[src/rtl/fanbit_pipe_rca.sv]
// fanbit_pipe_rca: SIZE-bit ripple-carry adder/subtractor split into STAGES registered segments
// with a valid/ready handshake and bubble collapsing. Macro FANBIT_PIPE_OVF_EN adds output Ovf.
module fanbit_pipe_rca #(
   parameter int SIZE   = 16,
   parameter int STAGES = 4
) (
   input  logic            Clk,
   input  logic            Rst,
   input  logic [SIZE-1:0] Port_A,
   input  logic [SIZE-1:0] Port_B,
   input  logic            Cin,
   input  logic            Sub,
   input  logic            In_Valid,
   output logic            In_Ready,
   output logic [SIZE-1:0] Port_Sum,
   output logic            Cout,
   output logic            Out_Valid,
   input  logic            Out_Ready
`ifdef FANBIT_PIPE_OVF_EN
   ,
   output logic            Ovf
`endif
);

   localparam int SEG  = SIZE / STAGES;
   localparam int LAST = STAGES - 1;

   // Bit-serial ripple of one segment; returns {carry_out, sum}.
   function automatic logic [SEG:0] rca_seg(input logic [SEG-1:0] a,
                                            input logic [SEG-1:0] b,
                                            input logic           ci);
      logic           c;
      logic [SEG-1:0] s;
      c = ci;
      s = {SEG{1'b0}};
      for (int k = 0; k < SEG; k++) begin
         s[k] = a[k] ^ b[k] ^ c;
         c    = (a[k] & b[k]) | (a[k] & c) | (b[k] & c);
      end
      return {c, s};
   endfunction

   // Keeps only the operand bits that later stages still have to add.
   function automatic logic [SIZE-1:0] upper_mask(input int stage);
      return {SIZE{1'b1}} << ((stage + 1) * SEG);
   endfunction

   logic [STAGES-1:0] v_r;
   logic [STAGES-1:0] c_r;
   logic [SIZE-1:0]   a_r   [STAGES];
   logic [SIZE-1:0]   b_r   [STAGES];
   logic [SIZE-1:0]   sum_r [STAGES];

   logic [SIZE-1:0]   a_in_s    [STAGES];
   logic [SIZE-1:0]   b_in_s    [STAGES];
   logic [SIZE-1:0]   sum_in_s  [STAGES];
   logic [STAGES-1:0] c_in_s;
   logic [STAGES-1:0] v_in_s;
   logic [SIZE-1:0]   a_nxt_s   [STAGES];
   logic [SIZE-1:0]   b_nxt_s   [STAGES];
   logic [SIZE-1:0]   sum_nxt_s [STAGES];
   logic [STAGES-1:0] c_nxt_s;
   logic [SEG:0]      seg_s;

   logic [STAGES-1:0] load_s;
   logic              full_acc_s;

`ifdef FANBIT_PIPE_OVF_EN
   logic              ovf_nxt_s;
   logic              ovf_r;
`endif

   // Per-stage datapath: select stage inputs, ripple this stage's segment, form next register values.
   always_comb begin
      a_in_s[0]   = Port_A;
      b_in_s[0]   = Port_B ^ {SIZE{Sub}};
      sum_in_s[0] = {SIZE{1'b0}};
      c_in_s[0]   = Cin ^ Sub;
      v_in_s[0]   = In_Valid;
      for (int i = 1; i < STAGES; i++) begin
         a_in_s[i]   = a_r[i-1];
         b_in_s[i]   = b_r[i-1];
         sum_in_s[i] = sum_r[i-1];
         c_in_s[i]   = c_r[i-1];
         v_in_s[i]   = v_r[i-1];
      end
      seg_s = {(SEG+1){1'b0}};
      for (int i = 0; i < STAGES; i++) begin
         seg_s        = rca_seg(a_in_s[i][i*SEG +: SEG], b_in_s[i][i*SEG +: SEG], c_in_s[i]);
         sum_nxt_s[i] = sum_in_s[i];
         sum_nxt_s[i][i*SEG +: SEG] = seg_s[SEG-1:0];
         c_nxt_s[i]   = seg_s[SEG];
         a_nxt_s[i]   = a_in_s[i] & upper_mask(i);
         b_nxt_s[i]   = b_in_s[i] & upper_mask(i);
      end
   end

`ifdef FANBIT_PIPE_OVF_EN
   // Carry into the MSB is recovered as a^b^sum at the MSB, then XORed with the final carry.
   always_comb begin
      ovf_nxt_s = a_in_s[LAST][SIZE-1] ^ b_in_s[LAST][SIZE-1]
                ^ sum_nxt_s[LAST][SIZE-1] ^ c_nxt_s[LAST];
   end
`endif

   // A stage loads if it, or any stage after it, is empty, or the consumer is taking the result.
   always_comb begin
      full_acc_s = 1'b1;
      load_s     = {STAGES{1'b0}};
      for (int i = STAGES - 1; i >= 0; i--) begin
         full_acc_s = full_acc_s & v_r[i];
         load_s[i]  = Out_Ready | ~full_acc_s;
      end
   end

   // Pipeline registers; data only moves when a valid operand set advances into the stage.
   always_ff @(posedge Clk) begin
      if (Rst) begin
         v_r <= {STAGES{1'b0}};
         c_r <= {STAGES{1'b0}};
         for (int i = 0; i < STAGES; i++) begin
            a_r[i]   <= {SIZE{1'b0}};
            b_r[i]   <= {SIZE{1'b0}};
            sum_r[i] <= {SIZE{1'b0}};
         end
`ifdef FANBIT_PIPE_OVF_EN
         ovf_r <= 1'b0;
`endif
      end else begin
         for (int i = 0; i < STAGES; i++) begin
            if (load_s[i]) begin
               v_r[i] <= v_in_s[i];
               if (v_in_s[i]) begin
                  a_r[i]   <= a_nxt_s[i];
                  b_r[i]   <= b_nxt_s[i];
                  sum_r[i] <= sum_nxt_s[i];
                  c_r[i]   <= c_nxt_s[i];
               end
            end
         end
`ifdef FANBIT_PIPE_OVF_EN
         if (load_s[LAST] && v_in_s[LAST]) begin
            ovf_r <= ovf_nxt_s;
         end
`endif
      end
   end

   assign In_Ready  = load_s[0] & ~Rst;
   assign Port_Sum  = sum_r[LAST];
   assign Cout      = c_r[LAST];
   assign Out_Valid = v_r[LAST];
`ifdef FANBIT_PIPE_OVF_EN
   assign Ovf       = ovf_r;
`endif

endmodule

[config.mk]
export PLATFORM = sky130hd
export DESIGN_NAME = fanbit_pipe_rca
export DESIGN_NICKNAME = d
export VERILOG_FILES = /design/src/rtl/fanbit_pipe_rca.sv
export SDC_FILE = /design/constraint.sdc
export NUM_CORES = 1
export LEC_CHECK = 0
export CAP_MARGIN = 20
export CELL_PAD_IN_SITES_DETAIL_PLACEMENT = 1
export CELL_PAD_IN_SITES_GLOBAL_PLACEMENT = 2
export CORE_MARGIN = 1.5
export CORE_UTILIZATION = 35
export CTS_CLUSTER_DIAMETER = 60
export DETAILED_ROUTE_END_ITERATION = 7
export PLACE_DENSITY = 0.74
export SYNTH_ARGS = -nofsm -noshare
export SYNTH_HDL_FRONTEND = slang
export SYNTH_SLANG_ARGS = --single-unit
[constraint.sdc]
create_clock -name Clk -period 9.35 [get_ports Clk]
set_clock_uncertainty 0.2 [all_clocks]
set_input_delay 1.87 -clock Clk [delete_from_list [all_inputs] [get_ports Clk]]
set_output_delay 1.87 -clock Clk [all_outputs]
set_load 0.05 [all_outputs]
After elaboration in Yosys (flattened, before gate mapping)
Memories as Yosys holds them, arrays and structs flattened.
Index checks and enable logic that the tools add are counted.

storage, ports and cells
  word-level logic and storage cells = 184
  output and inout bits = 19
  register bits = 8
  memories kept = 3
  input port bits = 38
  bits in writable memories = 160

cells by class
  bitwise operators = 139
  muxes and demuxes = 30
  reductions and logical operators = 4

memory list
  name   words  bits a word  read ports  clocked after Yosys merged registers in  wr ports  RTL line  RTL
  sum_r  4      16           4           0                                        4         52        logic [SIZE-1:0] sum_r [STAGES];
  a_r    4      12           3           0                                        4         50        logic [SIZE-1:0] a_r [STAGES];
  b_r    4      12           3           0                                        4         51        logic [SIZE-1:0] b_r [STAGES];

operator list
  operator             number
  2-to-1 mux 12 bit    8
  2-to-1 mux 16 bit    4
  AND 1 bit            52
  bitwise OR 1 bit     48
  bitwise XOR 1 bit    33
  2-to-1 mux 1 bit     18
  bitwise XOR 16 bit   1
  AND reduction 2 bit  4
  NOT 1 bit            5

Depth between registers and ports, before layout
Gate-level depths: netlist of the first run.

  depth after elaboration = 13
  depth in mapped cells = 11

Worst setup path after synthesis of the first run
No wires, ideal clock.

  kind = input port to output port
  start point = in Out_Ready
  end point = out In_Ready
  cell stages on the path = 4
  path slack = 4.739 ns
  required time = 7.280 ns
  arrival time = 2.541 ns
  cell sequence = and4b_1 buf_6 a21oi_4 buf_6

on the way
  longest elaborated chain between the ends = 2

RTL lines
  item              RTL line  RTL
  start, declared   18        input logic Out_Ready
  bitwise OR 1 bit  112       load_s[i] = Out_Ready | ~full_acc_s;
  AND 1 bit         149       assign In_Ready = load_s[0] & ~Rst;
  end, declared     14        output logic In_Ready,

Every way passes these cells.

Worst setup path in the final report of the first run
  start point = in Rst
  end point = out In_Ready

on the way
  longest elaborated chain between the ends = 2

RTL lines
  item             RTL line  RTL
  start, declared  8         input logic Rst,
  NOT 1 bit        149
  AND 1 bit        149

Every way passes these cells.

==> impl_results.md, run 1 <==
* Status: complete, no violations
* Static Leak at around 2 nW
* Terminus of the critical flop-to-flop path: sum_r[2][11]$_SDFFCE_PN0P_
* DRT Pass-1 Iters at 4
* Switching part of the total power at 22.8%
* Delay-heaviest family, CP: buffers and inverters
* DIE WIDTH at roughly 110 um
* Measured slew at the worst slew-check pin at 940 ps
* Fin crit share at 67.1%
* CTS HTree Levels at 3
* Sequential power share at 52.2%
* Antenna-violating nets left at 0
* DR vias/cell at 4.59
* Crit-path cells: clkdlybuf4s50_1 -> a21oi_4 -> clkdlybuf4s50_1
* Setup repair bufs after CTS at 0
* Slew margin rel. at 37.1%
* Antenna violations before repair at 0
* Mean Syn Cell Area at 14.5 um2
* Routed Wire Length at 7.18 mm
* # clock sinks at between 90 and 100
* Worst Hold Class: flip-flop to flip-flop
* GRT Util Overall at between 10% and 20%
* Synth Area in Compound Gates at under 10%
* Final count of hold timing violations at 0
* First-pass GRT wire length at roughly 12 mm
* Post-Synth XOR/XNOR Area at 3.52%
* WHS Path Cells at 2
* CTS tree: yes
* Largest net degree at the start of global routing at 29
* Pre-CTS setup slack at 3070 ps
* RSZ-0062 raised after global routing: false
* DR iter-0 viols at 123
* Synth cell types at 34
* Crit end category: output port
* Post-synthesis sequential area ratio at around 66%
* # nets final at 403
* Core area at 0.0116 mm2
* Vias at ~2300
* Fraction of layout cells with a size suffix above 1 at approximately a tenth
* Main combinational cell family by area after synthesis: simple AND/OR/NAND/NOR gates
* Area Overhead vs Synth at 24.1%
* Internal Power at 0.747 mW
* Worst Slack Setup Final at 3080 ps
* Hold endpoint: c_r[0]$_SDFFE_PP0P_
* Setup-failing EPs final at 0
* Shortest period the worst path allows at about 6300 ps
* Wire length per cell at ~14 um
* Hold_buf cts at 0
* N_diodes at 0
* Die H at 113 um
* Num rows at 39
* Die area at about 0.013 mm2
* Power Density at 185 mW/mm2
* P_sw at 0.221 mW
* Syn Nets at 345
* Number of synthesized register bits at 96
* Clk pin slew, worst setup/hold paths at 70 ps
* Setup TNS at 0 ps
* Root Driver: clkbuf_16
* GR Overflow Total at 0
* Buffers on Ports at 56
* HP Start: c_r[0]$_SDFFE_PP0P_
* Synth Warn # at 0
* Initial Util at 36.4%
* Vias in the first global route at 2361
* MaxCap Viol Count at 0
* Cells after Synth at 291
* FF-to-FF path depth at 8
* WP buf/inv at 2
* Crit Reg-Reg Startpoint: b_r[0][16]$_SDFFCE_PN0P_
* GPL Wtd Cong at 0.719
* Crit path required time at 7280 ps
* Synth async-reset ratio at 0%
* Commonest non-fill, non-tap cell in the layout: edfxtp_1
* Fin. max-slew vios at 0
* WP data arrival at 4200 ps
* VDD IR max at 82.3 uV
* Num CTS Buffers at 9
* Residual DRC count at 0
* Synth Area in Adders at 7.57%
* Highest clock rate at 159 MHz
* Ports at 57
* Combinational share of power at 10.1%
* Crit Path Class: input port to output port
* Mux contribution to synthesized area at 0%
* Syn Std Cell Area at 0.00423 mm2
* Worst skew pair latency at 340 ps
* Synth Flop Type: edfxtp_1
* Simple-Gate Fraction of Synth Area at 15.2%
* Crit-path slowest cell: clkdlybuf4s50_1
* Worst Setup Start Kind: input port
* Most frequent cells in the layout: edfxtp_1, clkdlybuf4s50_1, and2_1
* Clk buf depth at 2
* Hpwl dp at 5.30 mm
* Clk pwr share at 37.7%
* Cts repair resizes at 0
* Crit-path max cell delay at 890 ps
* EDFF count, synth at 88
* Top cell by count, worst path: clkdlybuf4s50_1
* FF-to-FF setup slack at 6590 ps
* Crit Path Max Fanout at 20
cell type report:
type                    count  area, um2
clock inverters             7       71.3
inverters                  29        109
multi-input cells         153       1240
fillers                  1181       6370
clock buffers               9        225
repair buffers             60        614
flip-flops and latches     96       2800
well taps                 143        179
per-stage QoR:
step	area (um2)	total power [mW]	util (%)	hold slack, ps	cells
after detailed placement	4910	0.615	42.3	307	479
after global placement	4910	0.611	42.3	283	479
after global routing	5250	1.01	45.2	334	497
final	5250	0.968	45.2	314	497
after CTS	5210	0.979	44.8	319	495
after floorplan	4230	0.572	-	266	291
routing by layer:
layer	routed length, um	global-route usage, %	vias to the layer above
met5	0	0	-
met4	108	5.50	0
met3	307	3.59	7
met2	3660	21.4	56
met1	3090	14.3	1103
li1	-	-	1114
power groups by stage:
stage	registers, mW	clock network, mW	logic, mW
after detailed placement	0.516	0	0.0983
after global placement	0.515	0	0.0958
after global routing	0.509	0.392	0.109
final	0.506	0.365	0.0978
after floorplan	0.526	0	0.0456
after CTS	0.507	0.374	0.0982
synthesized netlist by cell type (all sizes together) (2+ instances only):
master | number | area (um2)
dfxtp | 8 | 160
nand2 | 2 | 7.51
o21ai | 4 | 20.0
a311oi | 3 | 26.3
and3 | 14 | 93.8
a21oi | 8 | 51.3
and2 | 54 | 338
buf | 10 | 65.1
edfxtp | 88 | 2640
inv | 29 | 109
xnor2 | 14 | 123
xor2 | 3 | 26.3
nor3 | 3 | 42.5
fa | 16 | 320
clkbuf | 3 | 11.3
nor2 | 15 | 56.3
nor4 | 6 | 37.5
logic make-up (layout without fill, tap and decap cells):
kind of cell | after synthesis | count (layout)
and+or+nand+nor | 102 | 102
DFF | 96 | 96
buffers and inverters | 42 | 105
AOI/OAI and AO/OA | 18 | 18
xor gates and xnor gates | 17 | 17
adders and majority gates | 16 | 16
flip-flops by register name (all words and copies together) (netlist names):
| register | flops |
|---|---|
| a_r | 24 |
| b_r | 24 |
| c_r | 4 |
| sum_r | 40 |
| v_r | 4 |
worst max-delay path by stage:
stage	end	cells past startpoint	slack (ps)	start
floorplan	In_Ready	4	4740	Out_Ready
global placement	In_Ready	3	3140	Rst
detailed placement	In_Ready	3	3070	Rst
CTS	In_Ready	3	3060	Rst
global route	In_Ready	3	2960	Rst
finish	In_Ready	3	3080	Rst
worst register-to-register path, delay by kind of cell (launching register included):
kind | cells | cell delay [ps]
fa+ha+maj | 4 | 1390
flops | 1 | 390
simple gates | 1 | 340
buf+inv | 3 | 230
Note: power is estimated with default switching activity, not from simulation.
==> run 2: changes to the inputs <==
Clock period 9.35 ns to 6.38 ns, I/O delays scaled along.
==> run 2 against run 1 <==
  * Sequential power up 46%
  * First-iteration DRC count down 60%
  * Non-clock buffer count up 1
  * Core utilization about the same
  * Sequential share of layout area about the same
  * Sequential cell count unchanged
  * Combinational power up 45%
  * Global-route usage down 0.71 points
  * Worst setup slack worse by 1600 ps
  * Cell area about the same
  * Largest cell class unchanged
==> impl_results.md, run 2 (synthesized netlist as in run 1, its figures left out) <==
* Status: complete, no violations
* DR vias/cell at 4.50 (-1.9%)
* Worst skew pair latency at 340 ps (about the same)
* # clock sinks at 96 (unchanged)
* Vias at 2241 (-1.7%)
* Crit end category: output port
* Most frequent cells in the layout: edfxtp_1, clkdlybuf4s50_1, and2_1
* FF-to-FF path depth at 8 (unchanged)
* Top cell by count, worst path: clkdlybuf4s50_1
* Internal Power at 1.07 mW (+43%)
* Crit-path max cell delay at 880 ps (about the same)
* Initial Util at 36.4% (unchanged)
* CTS HTree Levels at 3 (unchanged)
* Hpwl dp at 5.08 mm (-4.1%)
* Clk buf depth at 2 (unchanged)
* DR iter-0 viols at 49 (-60%)
* GPL Wtd Cong at 0.733 (+1.9%)
* Top flop regs: sum_r x40, a_r x24, b_r x24
* First-pass GRT wire length at 11.2 mm (-5.9%)
* Fin. max-slew vios at 0 (unchanged)
* DIE WIDTH at 113 um (unchanged)
* GRT Util Overall at 11.6% (-0.71 points)
* Hold WS at 318 ps (+4.51 ps)
* Reg with most FFs: sum_r
* Residual DRC count at 0 (unchanged)
* Fraction of layout cells with a size suffix above 1 at 10.4% (+0.25 points)
* Final count of hold timing violations at 0 (unchanged)
* Sequential power share at 52.7% (+0.5 points)
* Worst Hold Class: flip-flop to flip-flop
* Setup repair bufs after CTS at 0 (unchanged)
* P_sw at 0.338 mW (+53%)
* Setup-failing EPs final at 0 (unchanged)
* Shortest period the worst path allows at between 4000 and 5000 ps
* Hold_buf cts at 0 (unchanged)
* WP data arrival at 3430 ps (-770 ps)
* Cts repair resizes at 0 (unchanged)
* Antenna-violating nets left at 0 (unchanged)
* MaxCap Viol Count at 0 (unchanged)
* Die area at 0.0128 mm2 (unchanged)
* Crit-path slowest cell: clkdlybuf4s50_1
* Buffers on Ports at 56 (unchanged)
* Crit-path cells: clkdlybuf4s50_1 -> and4b_1 -> a21oi_4 -> clkdlybuf4s50_1
* Core area at 0.0116 mm2 (unchanged)
* FILL cells at 1192 (+0.93%)
* Area Overhead vs Synth at 24.0% (about the same)
* N_diodes at 0 (unchanged)
* DRT Pass-1 Iters at 4 (unchanged)
* Clk pin slew, worst setup/hold paths at 70 ps (about the same)
* GR Overflow Total at 0 (unchanged)
* VDD IR max at 143 uV (+74%)
* RSZ-0062 raised after global routing: false
* Ports at 57 (unchanged)
* Crit Path Max Fanout at 15 (-25%)
* Clk pwr share at 37.2% (-0.5 points)
* Max FFs per register at 40 (unchanged)
* Largest net degree at the start of global routing at 29 (unchanged)
* Crit Path Class: input port to output port
* Switching part of the total power at 24.0% (+1.2 points)
* Die H at 113 um (unchanged)
* Static Leak at 2.00 nW (+0.45%)
* CTS tree: yes
* Antenna violations before repair at 0 (unchanged)
* Num CTS Buffers at 9 (unchanged)
* Worst Setup Start Kind: input port
* Fin crit share at 76.8%
* Commonest non-fill, non-tap cell in the layout: edfxtp_1
* # nets final at 404 (+0.25%)
* Combinational share of power at 10.1% (about the same)
* Vias in the first global route at 2339 (-0.93%)
* Highest clock rate at 204 MHz
* Root Driver: clkbuf_16
* Routed Wire Length at 6.78 mm (-5.6%)
* Slew margin rel. at 39.4% (+2.2 points)
* Crit path required time at 4900 ps (-2380 ps)
* Num rows at 39 (unchanged)
* Power Density at 268 mW/mm2 (+45%)
* WHS Path Cells at 1 (-1)
* Setup TNS at 0 ps (unchanged)
* Measured slew at the worst slew-check pin at 907 ps (-33.4 ps)
* Wire length per cell at 13.6 um (-5.8%)
-- run 2: changes by cell type in the layout (fill, tap and decap cells not counted), sizes merged --
| cell | delta |
|---|---|
| inv | +4 |
| buf | +1 |
| bufinv | -1 |
| clkinvlp | -3 |
-- run 2: path summary, 6_finish.rpt --
path | start | endpoint | slack, ps
min reg2reg | sum_r[2][10]$_SDFFCE_PN0P_ | sum_r[3][10]$_SDFFCE_PN0P_ | 320
max reg2reg | b_r[0][32]$_SDFFCE_PN0P_ | sum_r[3][15]$_SDFFCE_PN0P_ | 3690
max | Out_Ready | In_Ready | 1480
min | sum_r[2][10]$_SDFFCE_PN0P_ | sum_r[3][10]$_SDFFCE_PN0P_ | 320
-- run 2: layout make-up --
class                      count  area [um2]  area share, %
sequential                    96        2800           53.5
timing repair buffer          61         613           11.7
clock inverter                 7        68.8           1.31
multi-input combinational    153        1240           23.7
clock buffer                   9         225           4.30
tap                          143         179           3.41
inverter                      29         109           2.08
-- run 2: layer usage --
layer / global-route usage, % / wire [um]
met3: 3.00 / 276
met5: 0 / 0
met1: 13.3 / 2910
met2: 20.6 / 3470
met4: 5.25 / 125
-- run 2: worst max-delay path, delay by kind of cell --
family                 cells  cell delay [ps]
buffers and inverters      2             1420
AOI/OAI and AO/OA          1              390
and+or+nand+nor            1              330
-- run 2: per-stage QoR --
step           power [mW]  cell area [um2]  instances  setup slack [ps]  util, %
2_1_floorplan       0.838             4230        291              2380        -
3_3_place_gp        0.894             4920        480              1530     42.4
3_5_place_dp        0.899             4920        480              1490     42.4
4_1_cts              1.43             5210        496              1480     44.9
5_1_grt              1.46             5240        498              1370     45.1
6_report             1.41             5240        498              1480     45.1
-- run 2: power by group through the flow --
stage          Sequential [mW]  Combinational (mW)  Clock, mW
6_report                 0.741               0.142      0.523
5_1_grt                  0.745               0.158      0.558
4_1_cts                  0.742               0.144      0.540
3_5_place_dp             0.756               0.143          0
3_3_place_gp             0.755               0.140          0
2_1_floorplan            0.771              0.0668          0
